**src/rtl/regfile_write_demux.sv**
```systemverilog
// Register-file write side: valid/ready request intake, one-entry pending
// stage, registered 1-to-DEPTH one-hot demux and storage array.
// Ports:
//   CLK, RST_N (sync, active-low) : clock and reset
//   WR_VALID/WR_READY             : request handshake
//   WR_ADDR, WR_DATA              : destination register and data
//   HOLD                          : stalls commit of the pending entry
//   CLR                           : synchronous clear of storage and pending entry
//   WE_ONEHOT                     : registered one-hot enable of the pending write
//   PEND_VALID                    : pending entry occupied
//   REGS_FLAT                     : all words, word i at [i*WIDTH +: WIDTH]
// Optional macro REGFILE_WRITE_BYPASS_EN: forwards the pending data onto
// REGS_FLAT while the entry waits to commit.
module regfile_write_demux #(
  parameter int WIDTH    = 32,
  parameter int DEPTH    = 32,
  parameter int ADDR_W   = $clog2(DEPTH),
  parameter int ZERO_REG = 1
) (
  input  logic                   CLK,
  input  logic                   RST_N,
  input  logic                   WR_VALID,
  output logic                   WR_READY,
  input  logic [ADDR_W-1:0]      WR_ADDR,
  input  logic [WIDTH-1:0]       WR_DATA,
  input  logic                   HOLD,
  input  logic                   CLR,
  output logic [DEPTH-1:0]       WE_ONEHOT,
  output logic                   PEND_VALID,
  output logic [DEPTH*WIDTH-1:0] REGS_FLAT
);

  typedef enum logic {
    EMPTY = 1'b0,
    FULL  = 1'b1
  } state_t;

  state_t              state_q;
  logic [ADDR_W-1:0]   addr_q;
  logic [WIDTH-1:0]    data_q;
  logic [DEPTH-1:0]    we_q;
  logic [DEPTH-1:0]    we_d;
  logic [WIDTH-1:0]    regs_q [DEPTH];

  logic xfer;
  logic commit;
  logic wr_zero;

  assign WR_READY   = RST_N & ((state_q == EMPTY) | ~HOLD);
  assign xfer       = WR_VALID & WR_READY;
  assign commit     = (state_q == FULL) & ~HOLD;
  // Register 0 entries are consumed but never reach storage.
  assign wr_zero    = (ZERO_REG != 0) && (addr_q == '0);
  assign PEND_VALID = (state_q == FULL);
  assign WE_ONEHOT  = we_q;

  always_comb begin
    we_d = '0;
    we_d[WR_ADDR] = 1'b1;
  end

  always_ff @(posedge CLK) begin
    if (!RST_N) begin
      state_q <= EMPTY;
      addr_q  <= '0;
      data_q  <= '0;
      we_q    <= '0;
      for (int i = 0; i < DEPTH; i++) regs_q[i] <= '0;
    end else begin
      // CLR wins over a simultaneous commit; the old write is dropped.
      if (CLR) begin
        for (int i = 0; i < DEPTH; i++) regs_q[i] <= '0;
      end else if (commit && !wr_zero) begin
        regs_q[addr_q] <= data_q;
      end

      if (xfer) begin
        state_q <= FULL;
        addr_q  <= WR_ADDR;
        data_q  <= WR_DATA;
        we_q    <= we_d;
      end else if (commit || CLR) begin
        state_q <= EMPTY;
        we_q    <= '0;
      end
    end
  end

  always_comb begin
    REGS_FLAT = '0;
    for (int i = 0; i < DEPTH; i++) begin
      REGS_FLAT[i*WIDTH +: WIDTH] = regs_q[i];
    end
`ifdef REGFILE_WRITE_BYPASS_EN
    if ((state_q == FULL) && !wr_zero) begin
      REGS_FLAT[int'(addr_q)*WIDTH +: WIDTH] = data_q;
    end
`else
`endif
  end

endmodule

```
**config.mk**
```make
export PLATFORM = sky130hd
export DESIGN_NAME = regfile_write_demux
export DESIGN_NICKNAME = d
export VERILOG_FILES = /design/src/rtl/regfile_write_demux.sv
export SDC_FILE = /design/constraint.sdc
export NUM_CORES = 1
export LEC_CHECK = 0
export ABC_AREA = 1
export BUFFER_PORTS_ARGS = -buffer_cell sky130_fd_sc_hd__buf_2
export CAP_MARGIN = 20
export CORE_AREA = 5 5 430 432
export DETAILED_ROUTE_END_ITERATION = 10
export DIE_AREA = 0 0 435 437
export PLACE_DENSITY = 0.51
export RECOVER_POWER = 25
export SLEW_MARGIN = 20
export SYNTH_ARGS = -nofsm -noshare
export SYNTH_HDL_FRONTEND = slang
export SYNTH_SLANG_ARGS = --single-unit
```
**constraint.sdc**
```tcl
create_clock -name CLK -period 3.6 [get_ports CLK]
set_input_delay 0.18 -clock CLK [delete_from_list [all_inputs] [get_ports CLK]]
set_output_delay 0.18 -clock CLK [all_outputs]
set_load 0.05 [all_outputs]
```
# --- Word-level counts from Yosys, hierarchy flattened ---
# Memory sizes are Yosys's and may differ from the RTL's.
# Cells that the tools add are included.
totals:
  romBits: 0
  latch_bits: 0
  ram_bits: 1024
  input_bits: 42
  register_bits: 70
  n_memories: 1
op_classes:
  reduce_logical: 7
  n_eq_ne: 0
  n_bitwise: 38
  multipliers: 0
  order_cmp: 2
  addsub: 0
  shifts: 0
  div: 0
  mux: 49
mem_list:
  columns: ["memory", "depth", "width", "rd", "rd_ports_with_merged_regs", "wr", "line_no", "source"]
  rows:
  - ["regs_q", 32, 32, 32, 0, 32, "43", "logic [WIDTH-1:0] regs_q [DEPTH];"]
ops:
  columns: ["operator", "n"]
  rows:
  - ["$mux W32", 35]
  - ["$or A1 B1 Y1", 33]
  - ["$reduce_or A32 Y1", 1]
  - ["$mux W1", 12]
  - ["$lt A5 B6 Y1 const B", 1]
  - ["$demux W1 S5", 1]
  - ["$ge A5 B1 Y1 const B", 1]
  - ["$logic_not A5 Y1", 1]
  - ["$mux W5", 1]
  - ["$and A1 B1 Y1", 3]
  - ["$logic_and A1 B1 Y1", 2]
  - ["$not A1 Y1", 2]
  - ["$reduce_bool A2 Y1", 1]
  - ["$logic_not A1 Y1", 1]
  - ["$logic_or A1 B1 Y1", 1]

# --- Logic depth before layout (Yosys ltp) ---
logic_depth:
  ltp_word: 9
  ltp_mapped: 7
  mapped_depth_nobuf: 6

# --- Worst setup path before layout ---
# OpenSTA, ideal clock, no wires.
synth_timing:
  path_type: "register to register"
  from: "register state_q (netlist: PEND_VALID)"
  to: "memory regs_q[5][0], enable pin"
  period_less_slack_ns: 4.045
  setup_ns: 0.466
  t_arrival_ns: 3.579
  t_required_ns: 3.134
  path_stages_with_launch: 6
  path_buffers: 1
  slack_ns: -0.445
  path_cell_list: "dfxtp_1 > inv_1 > nor2_1 > nand4_1 > buf_2 > o21ai_0"
synth_rtl:
  columns: ["element", "line_no", "source"]
  rows:
  - ["from (decl)", "38", "state_t state_q;"]
  - ["from (signal assigned)", "64", "state_q <= EMPTY;"]
  - ["from (signal assigned)", "78", "state_q <= FULL;"]
  - ["from (signal assigned)", "83", "state_q <= EMPTY;"]
  - ["to (decl)", "43", null]

==> flow_metrics.py <==
metrics = {
    "yosys": {
        "synth-seq-area-share_pct": 82.4,
        "ys.flop_type": "edfxtp_1",
        "yosys.area.top_type": "edfxtp_1",
        "yosysWarningCount": 0,
        "synth-async-reset-ratio_pct": 0,
        "synth-seq-cells": 1094,
        "yosysTopAreaCellShare_pct": 78.8,
        "avgSynthCellArea_um2": 14.6,
        "syn_inst": 2667,
        "synth_edf_count": 1024,
        "synthTopCellsByArea": "edfxtp_1 79%, nor2_1 8.9%, dfxtp_1 3.6%",
        "yosysMostFrequentCell": "edfxtp_1",
        "mappedNetlistArea_um2": 39000,
        "synthDistinctLibCells": 22,
        "synth_commonest_cells": "1024 x edfxtp_1, 922 x nor2_1, 148 x clkbuf_1",
    },
    "cts": {
        "post-cts-setup-buffers": 0,
        "numCtsBuffers": 116,
        "cts_sinks": 1094,
        "cts.htree.levels": 3,
        "clockBufferDepth": 3,
        "cts_tree": "yes",
        "clk_pin_slew_ns": 0.08,
        "root_buffer": "clkbuf_16",
        "clk_latency_ns": 0.77,
    },
    "timing": {
        "rsz0062_at_grt": "no",
        "fin_crit_ns": 2.91,
        "slew_headroom_pct": -37.7,
        "final_hold_viol_count": 0,
        "drv_slew": 34,
        "fmax_mhz": 344,
        "clock_skew_ns": 0.0652,
        "tightest_slew_ns": 2.07,
        "fin_crit_sh_pct": 80.8,
        "setup_violations": 0,
    },
    "grt": {
        "grt_pass1_vias": 26710,
        "overflow": 0,
        "grt_max_degree": 67,
        "antenna_found_initial": 14,
        "grt_usage_pct": 17.9,
        "grt_pass1_wl_um": 235000,
    },
    "setup_path": {
        "startpoint": "addr_q[2]",
        "cp-start-kind": "register",
        "cp-end-kind": "register",
        "crit_type": "register to register",
        "worstSetupEndpoint": "regs_q[23][8]",
        "r2r-end": "regs_q[23][8]",
        "critical_path.max_fanout": 33,
        "crit_arrival_ns": 3.26,
        "reg2reg_depth": 5,
        "r2r-start": "addr_q[2]",
        "r2r_slack_ns": 0.69,
        "crit_required_ns": 3.95,
    },
    "route": {
        "avgViaCountPerCell": 4.26,
        "route.met3.wl_um": 14100,
        "drt-met1-wl_um": 68500,
        "wl_per_cell_um": 28.2,
        "wl_met2_um": 88000,
        "drc": 0,
        "top_layer": "met4",
        "dr.pass1.iters": 5,
        "drt_iter0_drc": 2828,
        "ant_nets": 0,
        "num_vias": 26960,
        "drt-total-wl_um": 178000,
    },
    "outcome": {
        "violations": "max-capacitance violations, max-slew violations",
        "outcome": "finished with violations",
    },
    "place": {
        "gp_congestion": 0.823,
        "dp_cells": 6061,
        "port_buffers": 1099,
        "hpwlAfterDp_um": 123000,
    },
    "final_layout": {
        "multi_input_area_um2": 5710,
        "seq_area_um2": 32200,
        "area_delta_synth_final_pct": 30.0,
        "nets": 3894,
        "drive_gt1_share_pct": 19.3,
        "final_cells": 6326,
        "nFillCells": 18876,
        "fin_util_pct": 28.1,
    },
    "worst_hold_path": {
        "hp-start": "HOLD",
        "hold_class": "primary input to register",
    },
    "pwr": {
        "p_leak_nw": 18.7,
        "ir_drop_mv": 0.428,
        "power_per_cell_area_nw_per_um2": 598,
    },
    "floorplan": {
        "die_w_um": 435,
        "dieArea_um2": 190000,
        "die_h_um": 437,
        "core_area_um2": 180000,
        "start_util_pct": 21.7,
        "rows": 156,
        "ios": 1100,
    },
    "run": {
        "drv_cap": 1,
    },
}
cell type report:
| type | count | share of cell area, % |
|---|---|---|
| sequential | 1094 | 63.4 |
| clock inverter | 71 | 1.44 |
| tap | 2370 | 5.85 |
| multi-input combinational | 1329 | 11.3 |
| antenna | 6 | 0.0296 |
| timing repair buffer | 1262 | 11.7 |
| inverter | 49 | 0.368 |
| clock buffer | 145 | 6.00 |
registers in the layout, summed over array words and instances, names as in the netlist:
name and cells:
PEND_VALID 1, WE_ONEHOT 32, addr_q 5, data_q 32, regs_q 1024
how the worst min path moves through the flow:
stage / depth (start not counted) / to / slack, ns
after detailed placement: 2 / data_q[8] / 0.44
after CTS: 4 / data_q[31] / 0.02
after global placement: 2 / data_q[8] / 0.43
after floorplan: 2 / WE_ONEHOT[0] / 0.35
after global routing: 4 / PEND_VALID / 0.07
final: 4 / PEND_VALID / 0.08
metal layers:
layer / up-vias / GRT usage, %
li1: 11498 / -
met1: 13646 / 22.0
met2: 1489 / 30.7
met3: 327 / 3.92
met4: 0 / 7.20
met5: - / 0
layout by cell type (no fill, tap or decap), types with 10 or more instances in the layout:
master | netlist | routed
nand2_4 | 13 | 13
nand2_1 | 77 | 58
nand2_2 | 9 | 28
buf_2 | 38 | 344
clkbuf_1 | 148 | 783
dlygate4sd3_1 | 0 | 43
nor2_1 | 922 | 922
buf_4 | 0 | 117
edfxtp_1 | 1024 | 1024
a21oi_1 | 65 | 64
clkinv_2 | 0 | 18
nand3_1 | 48 | 45
o21ai_0 | 40 | 38
nor2_2 | 43 | 43
nor3_1 | 65 | 65
clkbuf_16 | 0 | 117
conb_1 | 1 | 32
dfxtp_1 | 70 | 70
bufinv_16 | 0 | 10
inv_1 | 46 | 14
clkinv_1 | 0 | 26
inv_2 | 3 | 34
cell families (layout without fill, tap and decap cells):
logic type / Yosys count / in the layout / synth area share, %
flops: 1094 / 1094 / 82.4
buf+inv: 275 / 1527 / 3.46
other cells: 1 / 38 / 0.00961
simple gates: 1192 / 1192 / 12.8
compound gates: 105 / 105 / 1.35
critical path: stages (launching register included):
cell,delay [ns]
dfxtp_1,0.69
inv_1,0.28
nor3_4,0.53
nand2_4,0.40
nand2_2,0.15
buf_4,0.41
per-stage QoR:
| step | hold WS [ns] | power [mW] | setup TNS (ns) | worst slack, ns | instance area [um2] |
|---|---|---|---|---|---|
| 6_report | 0.0778 | 30.3 | 0 | 0.692 | 50700 |
| 5_1_grt | 0.0707 | 31.2 | 0 | 0.534 | 50700 |
| 4_1_cts | 0.0204 | 30.7 | 0 | 0.584 | 51600 |
| 3_5_place_dp | 0.437 | 18.6 | 0 | 0.603 | 47400 |
| 3_3_place_gp | 0.432 | 18.6 | 0 | 0.615 | 47400 |
| 2_1_floorplan | 0.352 | 17.2 | -28.46 | -0.445 | 39100 |
power breakdown:
part           internal, mW  leakage, nW  total [mW]  switching (mW)
registers              14.4         11.9        14.6           0.213
logic                 0.390         4.94        3.63            3.24
clock network          6.74         1.82        12.1            5.33
what timing repair did:
action                                  in CTS  in global routing
hold buffers                                43                  0
gates resized for setup                      0                  0
endpoints found under the setup margin       0                  0
endpoints found under the hold margin       69                  0
(Power assumes the default switching activity.)
